==> config.mk <==
export PLATFORM = sky130hd
export DESIGN_NAME = svga_timing_gen
export DESIGN_NICKNAME = d
export VERILOG_FILES = /design/src/rtl/svga_timing_gen.sv
export SDC_FILE = /design/constraint.sdc
export NUM_CORES = 1
export LEC_CHECK = 0
export BUFFER_PORTS_ARGS = -buffer_cell sky130_fd_sc_hd__clkbuf_2
export CORE_MARGIN = 2
export CORE_UTILIZATION = 46
export DETAILED_ROUTE_END_ITERATION = 7
export HOLD_SLACK_MARGIN = 0.15
export PLACE_DENSITY = 0.74
export SLEW_MARGIN = 20
export SYNTH_ARGS = -nofsm -noshare
export SYNTH_HDL_FRONTEND = slang
export SYNTH_SLANG_ARGS = --single-unit
==> constraint.sdc <==
create_clock -name clk_i -period 1.8 [get_ports clk_i]
set_input_delay 0.18 -clock clk_i [delete_from_list [all_inputs] [get_ports clk_i]]
set_output_delay 0.18 -clock clk_i [all_outputs]
set_load 0.01 [all_outputs]
==> src/rtl/svga_timing_gen.sv <==
// Parametrised video timing generator: pixel divider, h/v counters, sync/DE decode
// and a registered pixel output stage with blanking and per-line/per-frame strobes.
module svga_timing_gen #(
    parameter int   COLOR_BITS = 2,
    parameter int   H_ACTIVE   = 800,
    parameter int   H_FRONT    = 40,
    parameter int   H_SYNC     = 128,
    parameter int   H_BACK     = 88,
    parameter int   V_ACTIVE   = 600,
    parameter int   V_FRONT    = 1,
    parameter int   V_SYNC     = 4,
    parameter int   V_BACK     = 23,
    parameter logic HSYNC_POL  = 1'b1,
    parameter logic VSYNC_POL  = 1'b1,
    parameter int   PIXEL_DIV  = 1,
    localparam int  H_TOTAL    = H_ACTIVE + H_FRONT + H_SYNC + H_BACK,
    localparam int  V_TOTAL    = V_ACTIVE + V_FRONT + V_SYNC + V_BACK,
    localparam int  H_W        = $clog2(H_TOTAL),
    localparam int  V_W        = $clog2(V_TOTAL),
    localparam int  RGB_W      = 3 * COLOR_BITS
) (
    input  logic             clk_i,
    input  logic             rst_i,
    input  logic             enable_i,
    input  logic [RGB_W-1:0] color_i,
    output logic [H_W-1:0]   x_o,
    output logic [V_W-1:0]   y_o,
    output logic             pix_tick_o,
    output logic [RGB_W-1:0] rgb_o,
    output logic             hsync_o,
    output logic             vsync_o,
    output logic             de_o,
    output logic             next_vertical_o,
    output logic             next_frame_o
);

    localparam int DIV_W = (PIXEL_DIV > 1) ? $clog2(PIXEL_DIV) : 1;
    localparam logic [DIV_W-1:0] DIV_LAST = DIV_W'(PIXEL_DIV - 1);
    localparam logic [H_W-1:0]   H_LAST   = H_W'(H_TOTAL - 1);
    localparam logic [V_W-1:0]   V_LAST   = V_W'(V_TOTAL - 1);
    localparam logic [H_W-1:0]   H_ACT_LAST = H_W'(H_ACTIVE - 1);
    localparam logic [V_W-1:0]   V_ACT_LAST = V_W'(V_ACTIVE - 1);
    localparam int HS_START = H_ACTIVE + H_FRONT;
    localparam int HS_END   = HS_START + H_SYNC;
    localparam int VS_START = V_ACTIVE + V_FRONT;
    localparam int VS_END   = VS_START + V_SYNC;

    logic [DIV_W-1:0] div_cnt;
    logic [H_W-1:0]   h_cnt;
    logic [V_W-1:0]   v_cnt;
    logic             run;
    logic             pix_tick;
    logic             active;
    logic             hs;
    logic             vs;
    logic             line_end;

    // Reset and disable are treated alike: both park the generator at (0,0).
    assign run      = enable_i && !rst_i;
    assign pix_tick = run && (div_cnt == DIV_LAST);

    // Region compares are done at 32 bits so end-of-region bounds equal to the
    // total never overflow the counter width.
    assign active   = (32'(h_cnt) < 32'(H_ACTIVE)) && (32'(v_cnt) < 32'(V_ACTIVE));
    assign hs       = (32'(h_cnt) >= 32'(HS_START)) && (32'(h_cnt) < 32'(HS_END));
    assign vs       = (32'(v_cnt) >= 32'(VS_START)) && (32'(v_cnt) < 32'(VS_END));
    assign line_end = pix_tick && (h_cnt == H_ACT_LAST);

    assign x_o        = h_cnt;
    assign y_o        = v_cnt;
    assign pix_tick_o = pix_tick;

    always_ff @(posedge clk_i) begin
        if (!run) begin
            div_cnt <= '0;
            h_cnt   <= '0;
            v_cnt   <= '0;
        end else begin
            if (div_cnt == DIV_LAST) begin
                div_cnt <= '0;
            end else begin
                div_cnt <= div_cnt + DIV_W'(1);
            end
            if (pix_tick) begin
                if (h_cnt == H_LAST) begin
                    h_cnt <= '0;
                    if (v_cnt == V_LAST) begin
                        v_cnt <= '0;
                    end else begin
                        v_cnt <= v_cnt + V_W'(1);
                    end
                end else begin
                    h_cnt <= h_cnt + H_W'(1);
                end
            end
        end
    end

    always_ff @(posedge clk_i) begin
        if (!run) begin
            rgb_o           <= '0;
            de_o            <= 1'b0;
            hsync_o         <= !HSYNC_POL;
            vsync_o         <= !VSYNC_POL;
            next_vertical_o <= 1'b0;
            next_frame_o    <= 1'b0;
        end else begin
            rgb_o           <= active ? color_i : '0;
            de_o            <= active;
            hsync_o         <= hs ? HSYNC_POL : !HSYNC_POL;
            vsync_o         <= vs ? VSYNC_POL : !VSYNC_POL;
            next_vertical_o <= line_end && (32'(v_cnt) < 32'(V_ACTIVE));
            next_frame_o    <= line_end && (v_cnt == V_ACT_LAST);
        end
    end

endmodule
* Word-level counts from Yosys, hierarchy flattened *
Index checks and enable logic that the tools add are counted.

storage, ports and cells
  flip-flop bits (word level) = 33
  input bits = 9
  output and inout bits = 33
  word-level logic and storage cells = 39

cells by class
  $add $sub $neg = 3
  magnitude comparators = 6
  eq/ne operators = 4
  mux-type cells = 4
  bitwise gates (word level) = 1
  reductions and logical operators = 12

operators by type and width
  cell                                                                             number
  11-bit by 10-bit less-than comparator with 1-bit output (second input constant)  2
  10-bit == test (second input constant)                                           2
  10-bit less-than comparator (second input constant)                              2
  11-bit by 1-bit adder with 11-bit output (second input constant)                 1
  11-bit by 10-bit == test with 1-bit output (second input constant)               1
  11-bit == test (second input constant)                                           1
  11-bit by 10-bit >= comparator with 1-bit output (second input constant)         1
  11-bit 2-to-1 mux                                                                1
  10-bit by 1-bit adder with 10-bit output (second input constant)                 1
  10-bit >= comparator (second input constant)                                     1
  10-bit 2-to-1 mux                                                                1
  1-bit logical AND                                                                8
  2-bit AND reduction                                                              3
  1-bit 2-to-1 mux                                                                 2
  1-bit adder (second input constant)                                              1
  1-bit logical NOT                                                                1
  1-bit NOT                                                                        1

* Longest topological paths before layout *
Gate-level depths: netlist of run 1.

  depth after elaboration = 5
  depth in mapped cells = 7
  depth with buffers taken out = 6

* Worst setup path before layout of run 1 *
OpenSTA, ideal clock, no wires.

  kind = reg-to-reg
  from = register div_cnt
  to = register h_cnt[9], in the netlist x_o[9]
  library setup time = 66 ps
  arrival time = 1832 ps
  required time = 1734 ps
  slack = -98 ps
  stages on the path, launching flop included = 6
  buffers on the path = 1
  period minus slack after synthesis = 1898 ps
  cell sequence = dfxtp_1 -> or3b_1 -> buf_6 -> or3_4 -> or4_4 -> a21oi_2

on the way
  cells in the longest elaborated chain, start to end = 2

ends and longest elaborated chain
  element                 line  text
  start, declared         48    logic [DIV_W-1:0] div_cnt;
  start signal, assigned  82    div_cnt <= div_cnt + DIV_W'(1);
  1-bit NOT               -
  1-bit logical AND       60    assign pix_tick = run && (div_cnt == DIV_LAST);
  end signal, assigned    93    h_cnt <= h_cnt + H_W'(1);
  end, declared           49    logic [H_W-1:0] h_cnt;

No other way between the ends.
A chain may end at the register's enable or synchronous reset.

* Worst setup path in the final report of run 1 *
Same ends and word-level chain as after synthesis.

==> metrics.md, run 1 <==
| Metric | Value |
|---|---|
| Largest net degree at the start of global routing | `13` |
| Buf+Inv Stages, Crit Path | `0` |
| Worst slack at placement | `0.08098 ns` |
| Slowest stage cell, crit path | `or4_4` |
| I/O Pins | `42` |
| Flops & latches, synth | `33` |
| CTS tree | `built` |
| Crit start category | `register` |
| Non-filler cells, final | `285` |
| Worst stage delay on the critical path | `0.48 ns` |
| Maximum fanout along the worst path | `2` |
| R2R Setup Slk | `0.07 ns` |
| N_diodes | `0` |
| Post-synthesis sequential area ratio | `42.44%` |
| Vias in the first global route | `1331` |
| Post-DR wirelength/cell | `12.59 µm` |
| Crit path capture | `x_o[9]$_SDFFE_PP0P_` |
| Netlist cell types | `42` |
| Setup slack after layout | `0.06849 ns` |
| Worst hold slack | `0.1916 ns` |
| Final min period | `1.732 ns` |
| Async SR Flop Fraction | `0%` |
| Post-CTS setup buffer count | `0` |
| WL final | `3.588 mm` |
| Die width | `62.17 µm` |
| Initial Util | `47.39%` |
| Top cells by area, synth | `dfxtp_1 (42%), xnor2_1 (4.5%), ha_1 (4.0%), nand3_1 (3.5%), nand2_1 (3.4%)` |
| Critical-path cell list | `or3b_1 -> or3_4 -> or4_4 -> a21oi_2` |
| Antenna violations before repair | `0` |
| P_leak | `0.0008442 µW` |
| FP Rows | `21` |
| Routed vias/inst | `5.144` |
| Top cell type's share of synthesized area | `42.44%` |
| Worst R2R Start | `div_cnt$_SDFF_PN0_` |
| Final net count | `252` |
| RSZ-0062 raised after global routing | `no` |
| FMAX | `0.5775 GHz` |
| Min-delay worst type | `in -> reg` |
| Critical Path Sink Type | `register` |
| CTS root buf | `clkbuf_4` |
| Clock Pin Slew Worst Setup and Hold Paths | `0.10 ns` |
| CTS Buf Count | `5` |
| DRC viols | `0` |
| Most used DFF post-synth | `dfxtp_1` |
| Final number of setup-violating endpoints | `0` |
| Max Root-Sink Buffers | `2` |
| Crit path required time | `2.08 ns` |
| Period utilization | `96.19%` |
| Final Hold Vio Count | `0` |
| Synth-to-layout area growth | `32.32%` |
| Delay-heaviest family, CP | `simple AND/OR/NAND/NOR gates` |
| Most frequent cells in the layout | `clkbuf_2 (41), dfxtp_1 (32), nand2_1 (14), buf_4 (14), inv_1 (13)` |
| Core ar. | `3284 µm²` |
| Crit path from | `div_cnt$_SDFF_PN0_` |
| Clk sinks | `33` |
| Post-route ant nets | `0` |
| Grt ovf | `0` |
| Placer Congestion | `0.8379` |
| Mean Syn Cell Area | `8.695 µm²` |
| Drt initial violations | `82` |
| Filler cell count | `293` |
| Die area | `3865 µm²` |
| MaxCap Viol Count | `0` |
| Die Height | `62.17 µm` |
| Clock Latency Late Sink | `0.33 ns` |
| Reg2Reg Depth | `4` |
| PwrDens | `730.5 nW/µm²` |
| # port buffers | `41` |
| Data arrival, critical path | `2.01 ns` |
| Fraction of layout cells with a size suffix above 1 | `30.13%` |
| Post-Syn Instances | `179` |
| # H-tree levels | `2` |
| Global-route wire length before repair | `6.223 mm` |
| Dpl hpwl | `2.591 mm` |
| Count of pins over their slew limit | `0` |
| Peak supply drop | `0.0005366 V` |
| GRT Util Overall | `20.09%` |
| Clk_skew | `0.007140 ns` |
| R2r endpoint | `x_o[9]$_SDFFE_PP0P_` |
| CP Depth | `4` |
| DRT Pass-1 Iters | `4` |
| Number of flops mapped to enable cells by yosys | `0` |
| Net Count, Synth | `193` |
| Number of synthesis warnings | `0` |
| Via count | `1466` |
| Synth area leader | `dfxtp_1` |
| Post-Place Cells | `271` |
| Commonest non-fill, non-tap cell in the layout | `clkbuf_2` |
| Status | `completed` |
| Crit Path Class | `reg -> reg` |
| Mapped cell area | `1556 µm²` |
[worst min-delay path: stages]
cell      delay [ns]
clkbuf_2        0.09
nor2b_1         0.07
nand4_1         0.09
nor2_1          0.04
[flip-flops by register name (all words and copies together), names as in the netlist]
name             flops
x_o                 11
y_o                 10
div_cnt              1
hsync_o              1
rgb_o                6
next_frame_o         1
vsync_o              1
de_o                 1
next_vertical_o      1
[how the worst min path moves through the flow]
| stage | from | to | cells past startpoint | slack, ns |
|---|---|---|---|---|
| finish | rst_i | vsync_o$_SDFF_PP0_ | 4 | 0.19 |
| global route | rst_i | vsync_o$_SDFF_PP0_ | 4 | 0.21 |
| CTS | rst_i | vsync_o$_SDFF_PP0_ | 4 | 0.18 |
| detailed placement | color_i[0] | rgb_o[0]$_SDFF_PN0_ | 2 | 0.39 |
| global placement | color_i[1] | rgb_o[1]$_SDFF_PN0_ | 2 | 0.38 |
| floorplan | color_i[0] | rgb_o[0]$_SDFF_PN0_ | 1 | 0.30 |
[power breakdown]
group | internal, µW | total (µW) | switching [µW]
clock network | 430 | 687 | 257
registers | 739 | 743 | 3.90
logic | 37.8 | 75.0 | 37.2
total | 1210 | 1500 | 298
[kinds of logic after synthesis]
| group | count (synthesis) | share of synthesized area, % |
|---|---|---|
| simple gates | 81 | 30.47 |
| flops | 33 | 42.44 |
| compound gates | 28 | 11.82 |
| buf+inv | 22 | 5.949 |
| xor+xnor | 9 | 5.065 |
| fa+ha+maj | 5 | 4.019 |
| other cells | 1 | 0.2409 |
[metrics by stage]
| step | utilization (%) | power, µW | area (µm²) | setup TNS, ns |
|---|---|---|---|---|
| 3_3_place_gp | 57.49 | 822.3 | 1888 | 0 |
| 2_1_floorplan | - | 792.6 | 1564 | -0.03937 |
| 6_report | 62.70 | 1505 | 2059 | 0 |
| 3_5_place_dp | 57.49 | 823.4 | 1888 | 0 |
| 4_1_cts | 62.44 | 1509 | 2051 | 0 |
| 5_1_grt | 62.70 | 1555 | 2059 | 0 |
[what timing repair did]
action	CTS	global route
setup endpoints to repair	0	8
hold buffers	6	0
gates resized for setup	0	1
hold endpoints to repair	6	0
[synthesized netlist by cell type, types with 4 or more instances]
library cell and count:
dfxtp_1 33, nand2_1 14, inv_1 13, nand3_1 11
a21oi_1 10, nor2_1 10, xnor2_1 8, nand4_1 7
and2_1 6, clkbuf_1 6, ha_1 5, and3_1 4
nor4_1 4
[per-layer routing]
metal / vias to the layer above / track usage (%) / wire, µm
li1: 755 / - / -
met1: 672 / 26.42 / 1680
met2: 34 / 32.07 / 1707
met3: 5 / 5.254 / 159
met4: 0 / 6.944 / 40
met5: - / 0 / 0
[cell type report]
class | instances | area [µm²] | area share [%]
clock buffer | 5 | 37.54 | 1.823
inverter | 13 | 48.80 | 2.369
clock inverter | 3 | 65.06 | 3.159
multi-input combinational | 124 | 818.3 | 39.73
sequential | 33 | 661.9 | 32.14
tap | 46 | 57.56 | 2.795
timing repair buffer | 61 | 370.4 | 17.98
Power figures use the tool's default switching activity.
==> run 2: changes to the inputs <==
--- a/config.mk
+++ b/config.mk
@@ -11,6 +11,7 @@
 export DETAILED_ROUTE_END_ITERATION = 7
 export HOLD_SLACK_MARGIN = 0.15
 export PLACE_DENSITY = 0.74
+export REMOVE_ABC_BUFFERS = 1
 export SLEW_MARGIN = 20
 export SYNTH_ARGS = -nofsm -noshare
 export SYNTH_HDL_FRONTEND = slang
==> run 2 against run 1 <==
Compared with the run above:
- combinational power about the same
- final area up 1.9%
- final cell count up 2.5%
- clock skew up 0.0062 ns
- global-route usage up 0.12 points
- die area unchanged
- core utilization up 1.2 points
- worst setup slack worse by 0.030 ns
- non-clock buffer count up 7
- clock power about the same
- critical path type unchanged
- critical endpoint unchanged
- largest power group unchanged
- highest routed layer unchanged
==> metrics.md, run 2 (synthesis results as in run 1) <==
| Metric | Value |
|---|---|
| Final number of setup-violating endpoints | `0 (unchanged)` |
| Top sig layer | `met4` |
| Worst hold slack | `0.2014 ns (+0.009831 ns)` |
| # port buffers | `41 (unchanged)` |
| Clk sinks | `33 (unchanged)` |
| Fraction of layout cells with a size suffix above 1 | `32.52% (+2.4 points)` |
| Worst slack at placement | `0.04811 ns (-0.03286 ns)` |
| Core ar. | `3284 µm² (unchanged)` |
| Critical-path cell list | `or3b_1 -> or3_4 -> or4_4 -> a21oi_2` |
| Synth-to-layout area growth | `34.89%` |
| Drt initial violations | `67 (-18%)` |
| Clock Pin Slew Worst Setup and Hold Paths | `0.11 ns (about the same)` |
| Count of pins over their slew limit | `0 (unchanged)` |
| Die width | `62.17 µm (unchanged)` |
| Final net count | `259 (+2.8%)` |
| Die area | `3865 µm² (unchanged)` |
| Met2 wire length | `1.732 mm (+1.5%)` |
| Post-DR wirelength/cell | `12.57 µm (-0.14%)` |
| Final min period | `1.761 ns (+0.02998 ns)` |
| CTS Buf Count | `5 (unchanged)` |
| Placed instance area | `1933 µm² (+2.4%)` |
| Worst stage delay on the critical path | `0.48 ns (about the same)` |
| Crit start category | `register` |
| Post-route cell area | `2100 µm² (+1.9%)` |
| DRT Pass-1 Iters | `4 (unchanged)` |
| MaxCap Viol Count | `0 (unchanged)` |
| I/O Pins | `42 (unchanged)` |
| Peak supply drop | `0.0003829 V (-29%)` |
| R2R Setup Slk | `0.04 ns (-0.03 ns)` |
| N_diodes | `0 (unchanged)` |
| DRC viols | `0 (unchanged)` |
| Setup Total Neg Slack | `0 ns (unchanged)` |
| Placer Congestion | `0.8482 (+1.2%)` |
| Slowest stage cell, crit path | `or4_4` |
| RSZ-0062 raised after global routing | `no` |
| Maximum fanout along the worst path | `2 (unchanged)` |
| # H-tree levels | `2 (unchanged)` |
| Grt ovf | `0 (unchanged)` |
| Final Hold Vio Count | `0 (unchanged)` |
| Die Height | `62.17 µm (unchanged)` |
| Antenna violations before repair | `0 (unchanged)` |
| Wl on met1 | `1.713 mm (+2.0%)` |
| P_leak | `0.0008800 µW (+4.2%)` |
| Data arrival, critical path | `2.05 ns (+0.04 ns)` |
| Crit path required time | `2.09 ns (about the same)` |
| GRT Util Overall | `20.21% (+0.12 points)` |
| FP Rows | `21 (unchanged)` |
| Setup slack after layout | `0.03851 ns (-0.02998 ns)` |
| Initial Util | `47.39% (unchanged)` |
| Max reg flops | `11 (unchanged)` |
| Status | `completed` |
| Commonest non-fill, non-tap cell in the layout | `clkbuf_2` |
| FMAX | `0.5677 GHz (-1.7%)` |
| WL final | `3.671 mm (+2.3%)` |
| CTS root buf | `clkbuf_4` |
| Crit Path Class | `reg -> reg` |
| Post-CTS setup buffer count | `0 (unchanged)` |
| Dpl hpwl | `2.741 mm (+5.8%)` |
| Clock Latency Late Sink | `0.34 ns (about the same)` |
| Vias in the first global route | `1399 (+5.1%)` |
| Most frequent cells in the layout | `clkbuf_2 (41), dfxtp_1 (31), buf_4 (21), nand2_1 (14), inv_1 (13)` |
| Largest net degree at the start of global routing | `14 (+1)` |
| PwrDens | `716.3 nW/µm² (-2.0%)` |
| Global-route wire length before repair | `6.334 mm (+1.8%)` |
| Met3 wire len | `187 µm (+18%)` |
| Clk_skew | `0.01332 ns (+0.006185 ns)` |
| Critical Path Sink Type | `register` |
| Filler cell count | `279 (-4.8%)` |
| Post-route ant nets | `0 (unchanged)` |
| Util after Layout | `63.92% (+1.2 points)` |
| Min-delay worst type | `in -> reg` |
| Max Root-Sink Buffers | `2 (unchanged)` |
| Period utilization | `97.86% (+1.7 points)` |
| CTS tree | `built` |
| Via count | `1519 (+3.6%)` |
| Routed vias/inst | `5.202 (+1.1%)` |
run 2: cell count changes in the layout (fill, tap and decap cells not counted), sizes merged:
cell	before	now
buf	14	21
run 2: worst paths after layout:
kind / end / from / depth (start not counted)
worst max-delay path: x_o[9]$_SDFFE_PP0P_ / div_cnt$_SDFF_PN0_ / 4
worst min-delay path: vsync_o$_SDFF_PP0_ / rst_i / 4
worst max register to register: x_o[9]$_SDFFE_PP0P_ / div_cnt$_SDFF_PN0_ / 4
worst min register to register: x_o[0]$_SDFFE_PP0P_ / x_o[0]$_SDFFE_PP0P_ / 2
run 2: critical path, delay by kind of cell, from the launching register on:
family	cells	cell delay, ns
compound gates	1	0.12
simple gates	3	1.25
flops	1	0.33
run 2: cell type report:
| cell class | count | area [µm²] | area share, % |
|---|---|---|---|
| Multi-Input combinational cell | 124 | 804.5 | 38.32 |
| Sequential cell | 33 | 663.1 | 31.59 |
| Timing Repair Buffer | 68 | 422.9 | 20.14 |
| Clock inverter | 3 | 65.06 | 3.099 |
| Tap cell | 46 | 57.56 | 2.741 |
| Inverter | 13 | 48.80 | 2.324 |
| Clock buffer | 5 | 37.54 | 1.788 |
run 2: layer usage:
metal	vias to the layer above	track usage [%]
met3	5	6.159
met4	0	7.222
met1	704	24.49
li1	770	-
met2	40	33.97
met5	-	0
run 2: timing repair:
action                                  CTS  global route
endpoints found under the setup margin    0             5
resized for setup                         0             3
hold endpoints to repair                  6             0
hold buffers                              6             0
run 2: where the power goes:
| group | total [µW] | internal, µW | switching (µW) |
|---|---|---|---|
| sequential | 743 | 739 | 3.39 |
| clock | 686 | 430 | 256 |
| combinational | 75.2 | 38.2 | 37.0 |
| total | 1500 | 1210 | 297 |
run 2: metrics by stage:
stage,total power (µW),std cells
floorplan,788.2,170
global placement,822.8,278
detailed placement,823.3,278
CTS,1515,292
global route,1557,292
finish,1504,292
==> run 3: changes to the inputs <==
--- a/config.mk
+++ b/config.mk
@@ -5,12 +5,12 @@
 export SDC_FILE = /design/constraint.sdc
 export NUM_CORES = 1
 export LEC_CHECK = 0
-export BUFFER_PORTS_ARGS = -buffer_cell sky130_fd_sc_hd__clkbuf_2
 export CORE_MARGIN = 2
-export CORE_UTILIZATION = 46
+export CORE_UTILIZATION = 55
 export DETAILED_ROUTE_END_ITERATION = 7
+export DONT_BUFFER_PORTS = 1
 export HOLD_SLACK_MARGIN = 0.15
-export PLACE_DENSITY = 0.74
+export PLACE_DENSITY = 0.73
 export REMOVE_ABC_BUFFERS = 1
 export SLEW_MARGIN = 20
 export SYNTH_ARGS = -nofsm -noshare
==> run 3 against run 2 <==
Compared with the run above:
- global-route usage is 5.3 points higher
- sequential share of layout area is 3.3 points higher
- sequential power hardly changed
- die area is 15% lower
- count of clock-buffer cells in the layout stayed put
- register-to-register slack better by 0.03 ns
- maximum frequency is 1.5% higher
- critical path depth stayed put
- final area is 9.7% lower
- critical endpoint unchanged
==> metrics.md, run 3 (synthesis results as in run 1) <==
| Metric | Value |
|---|---|
| CTS Buf Count | `5 (unchanged)` |
| Data arrival, critical path | `2.02 ns (-0.03 ns)` |
| DRT Pass-1 Iters | `4 (unchanged)` |
| Worst slack at placement | `0.01963 ns (-0.02848 ns)` |
| Via count | `1424 (-6.3%)` |
| Clock Latency Late Sink | `0.33 ns (about the same)` |
| Critical-path cell list | `or3b_4 -> or3_4 -> or4_4 -> a21oi_2` |
| # port buffers | `0 (-100%)` |
| Critical Path Sink Type | `register` |
| Core ar. | `2710 µm² (-17%)` |
| Clk sinks | `33 (unchanged)` |
| Post-DR wirelength/cell | `15.74 µm (+25%)` |
| CTS root buf | `clkbuf_4` |
| Filler cell count | `215 (-23%)` |
| Part of the power in registers | `49.9% (+0.5 points)` |
| Largest net degree at the start of global routing | `16 (+2)` |
| Slowest stage cell, crit path | `or4_4` |
| Vias in the first global route | `1427 (+2.0%)` |
| Die Height | `57.20 µm (-8.0%)` |
| Grt ovf | `0 (unchanged)` |
| WL final | `3.747 mm (+2.1%)` |
| Fraction of layout cells with a size suffix above 1 | `19.81% (-13 points)` |
| Post-CTS setup buffer count | `0 (unchanged)` |
| Period utilization | `96.40% (-1.5 points)` |
| Max reg flops | `11 (unchanged)` |
| Clk network pwr share | `46.3% (+0.7 points)` |
| Placer Congestion | `0.9057 (+6.8%)` |
| CTS tree | `built` |
| RSZ-0062 raised after global routing | `no` |
| Maximum fanout along the worst path | `2 (unchanged)` |
| Final net count | `220 (-15%)` |
| Delay-heaviest family, CP | `simple AND/OR/NAND/NOR gates` |
| Post-route ant nets | `0 (unchanged)` |
| Antenna violations before repair | `0 (unchanged)` |
| Count of pins over their slew limit | `0 (unchanged)` |
| Combinational power share | `3.8% (-1.2 points)` |
| Final Hold Vio Count | `0 (unchanged)` |
| N_diodes | `0 (unchanged)` |
| Initial Util | `57.43% (+10 points)` |
| Post-Place Cells | `223 (-20%)` |
| Non-filler cells, final | `238 (-18%)` |
| FMAX | `0.5763 GHz (+1.5%)` |
| Switching Share | `19.99% (+0.27 points)` |
| Max Root-Sink Buffers | `2 (unchanged)` |
| Register area | `661.9 µm² (-0.19%)` |
| Commonest non-fill, non-tap cell in the layout | `dfxtp_1` |
| Die width | `57.20 µm (-8.0%)` |
| Global-route wire length before repair | `6.548 mm (+3.4%)` |
| MaxCap Viol Count | `0 (unchanged)` |
| Setup slack after layout | `0.06479 ns (+0.02628 ns)` |
| Switch Pwr | `298.9 µW (+0.81%)` |
| Final min period | `1.735 ns (-0.02628 ns)` |
| Synth-to-layout area growth | `21.86%` |
| GRT Util Overall | `25.50% (+5.3 points)` |
| Status | `completed` |
| Min-delay worst type | `in -> reg` |
| FP Rows | `19 (-9.5%)` |
| I/O Pins | `42 (unchanged)` |
| Internal power | `1197 µW (-0.87%)` |
| Placed instance area | `1717 µm² (-11%)` |
| Worst stage delay on the critical path | `0.48 ns (about the same)` |
| Drt initial violations | `43 (-36%)` |
| Crit start category | `register` |
| DRC viols | `0 (unchanged)` |
| Dpl hpwl | `2.712 mm (-1.1%)` |
| # H-tree levels | `2 (unchanged)` |
| Area of the multi-input gates | `809.5 µm² (+0.62%)` |
| Clk_skew | `0.006566 ns (-0.006759 ns)` |
| Peak supply drop | `0.0006995 V (+83%)` |
| Die area | `3271 µm² (-15%)` |
| Buf+Inv Stages, Crit Path | `0 (unchanged)` |
| Final number of setup-violating endpoints | `0 (unchanged)` |
| Post-route cell area | `1897 µm² (-9.7%)` |
| P_leak | `0.0007066 µW (-20%)` |
| Crit path required time | `2.08 ns (about the same)` |
| Crit Path Class | `reg -> reg` |
| Clock Pin Slew Worst Setup and Hold Paths | `0.11 ns (about the same)` |
| PwrDens | `788.5 nW/µm² (+10%)` |
| Most frequent cells in the layout | `dfxtp_1 (32), buf_4 (22), nand2_1 (14), inv_1 (13), nand3_1 (11)` |
| Routed vias/inst | `5.983 (+15%)` |
-- run 3: layout make-up --
cell class | count | area share (%)
multi-input combinational | 124 | 42.68
sequential | 33 | 34.89
timing repair buffer | 29 | 12.40
clock inverter | 3 | 3.430
inverter | 13 | 2.573
tap | 31 | 2.045
clock buffer | 5 | 1.979
-- run 3: path summary, 6_finish.rpt --
kind | start | end | slack (ns) | cells past startpoint
worst min register to register | y_o[3]$_SDFFE_PP0P_ | vsync_o$_SDFF_PP0_ | 0.55 | 2
worst max register to register | div_cnt$_SDFF_PN0_ | x_o[9]$_SDFFE_PP0P_ | 0.06 | 4
worst min-delay path | enable_i | vsync_o$_SDFF_PP0_ | 0.16 | 3
worst max-delay path | div_cnt$_SDFF_PN0_ | x_o[9]$_SDFFE_PP0P_ | 0.06 | 4
-- run 3: power groups by stage --
stage / clock network [µW] / registers [µW] / logic, µW
5_1_grt: 735 / 748 / 61.9
6_report: 693 / 746 / 56.5
3_5_place_dp: 0 / 763 / 43.1
4_1_cts: 699 / 746 / 55.1
3_3_place_gp: 0 / 763 / 41.1
2_1_floorplan: 0 / 765 / 23.6
-- run 3: metal layers --
metal  routed length, µm  share of wire [%]  global-route usage (%)  up-vias
met1                1611                 43                   31.00      667
li1                    -                  -                       -      696
met5                   0                  0                       0        -
met2                1796                 48                   42.69       51
met4                  83                2.2                   11.30        0
met3                 256                6.8                   6.349       10
-- run 3: what timing repair did --
item                                   in CTS  in global routing
setup endpoints to repair                   2                  3
resized for setup                           1                  4
pin swaps                                   0                  2
endpoints found under the hold margin       8                  0
hold buffers                                7                  0
-- run 3: tightest hold or removal path: stages --
cell and delay (ns):
nor2b_1 0.14, nand4_1 0.09, nor2_1 0.04
-- run 3: stage by stage --
stage / hold slack, ns / TNS [ns] / total power (µW) / utilization [%]
3_3_place_gp: 0.3042 / 0 / 803.7 / 63.34
6_report: 0.1620 / 0 / 1496 / 69.99
2_1_floorplan: 0.3017 / -1.275 / 788.2 / -
3_5_place_dp: 0.3047 / 0 / 806.0 / 63.34
4_1_cts: 0.1521 / 0 / 1500 / 69.76
5_1_grt: 0.1706 / 0 / 1544 / 69.99
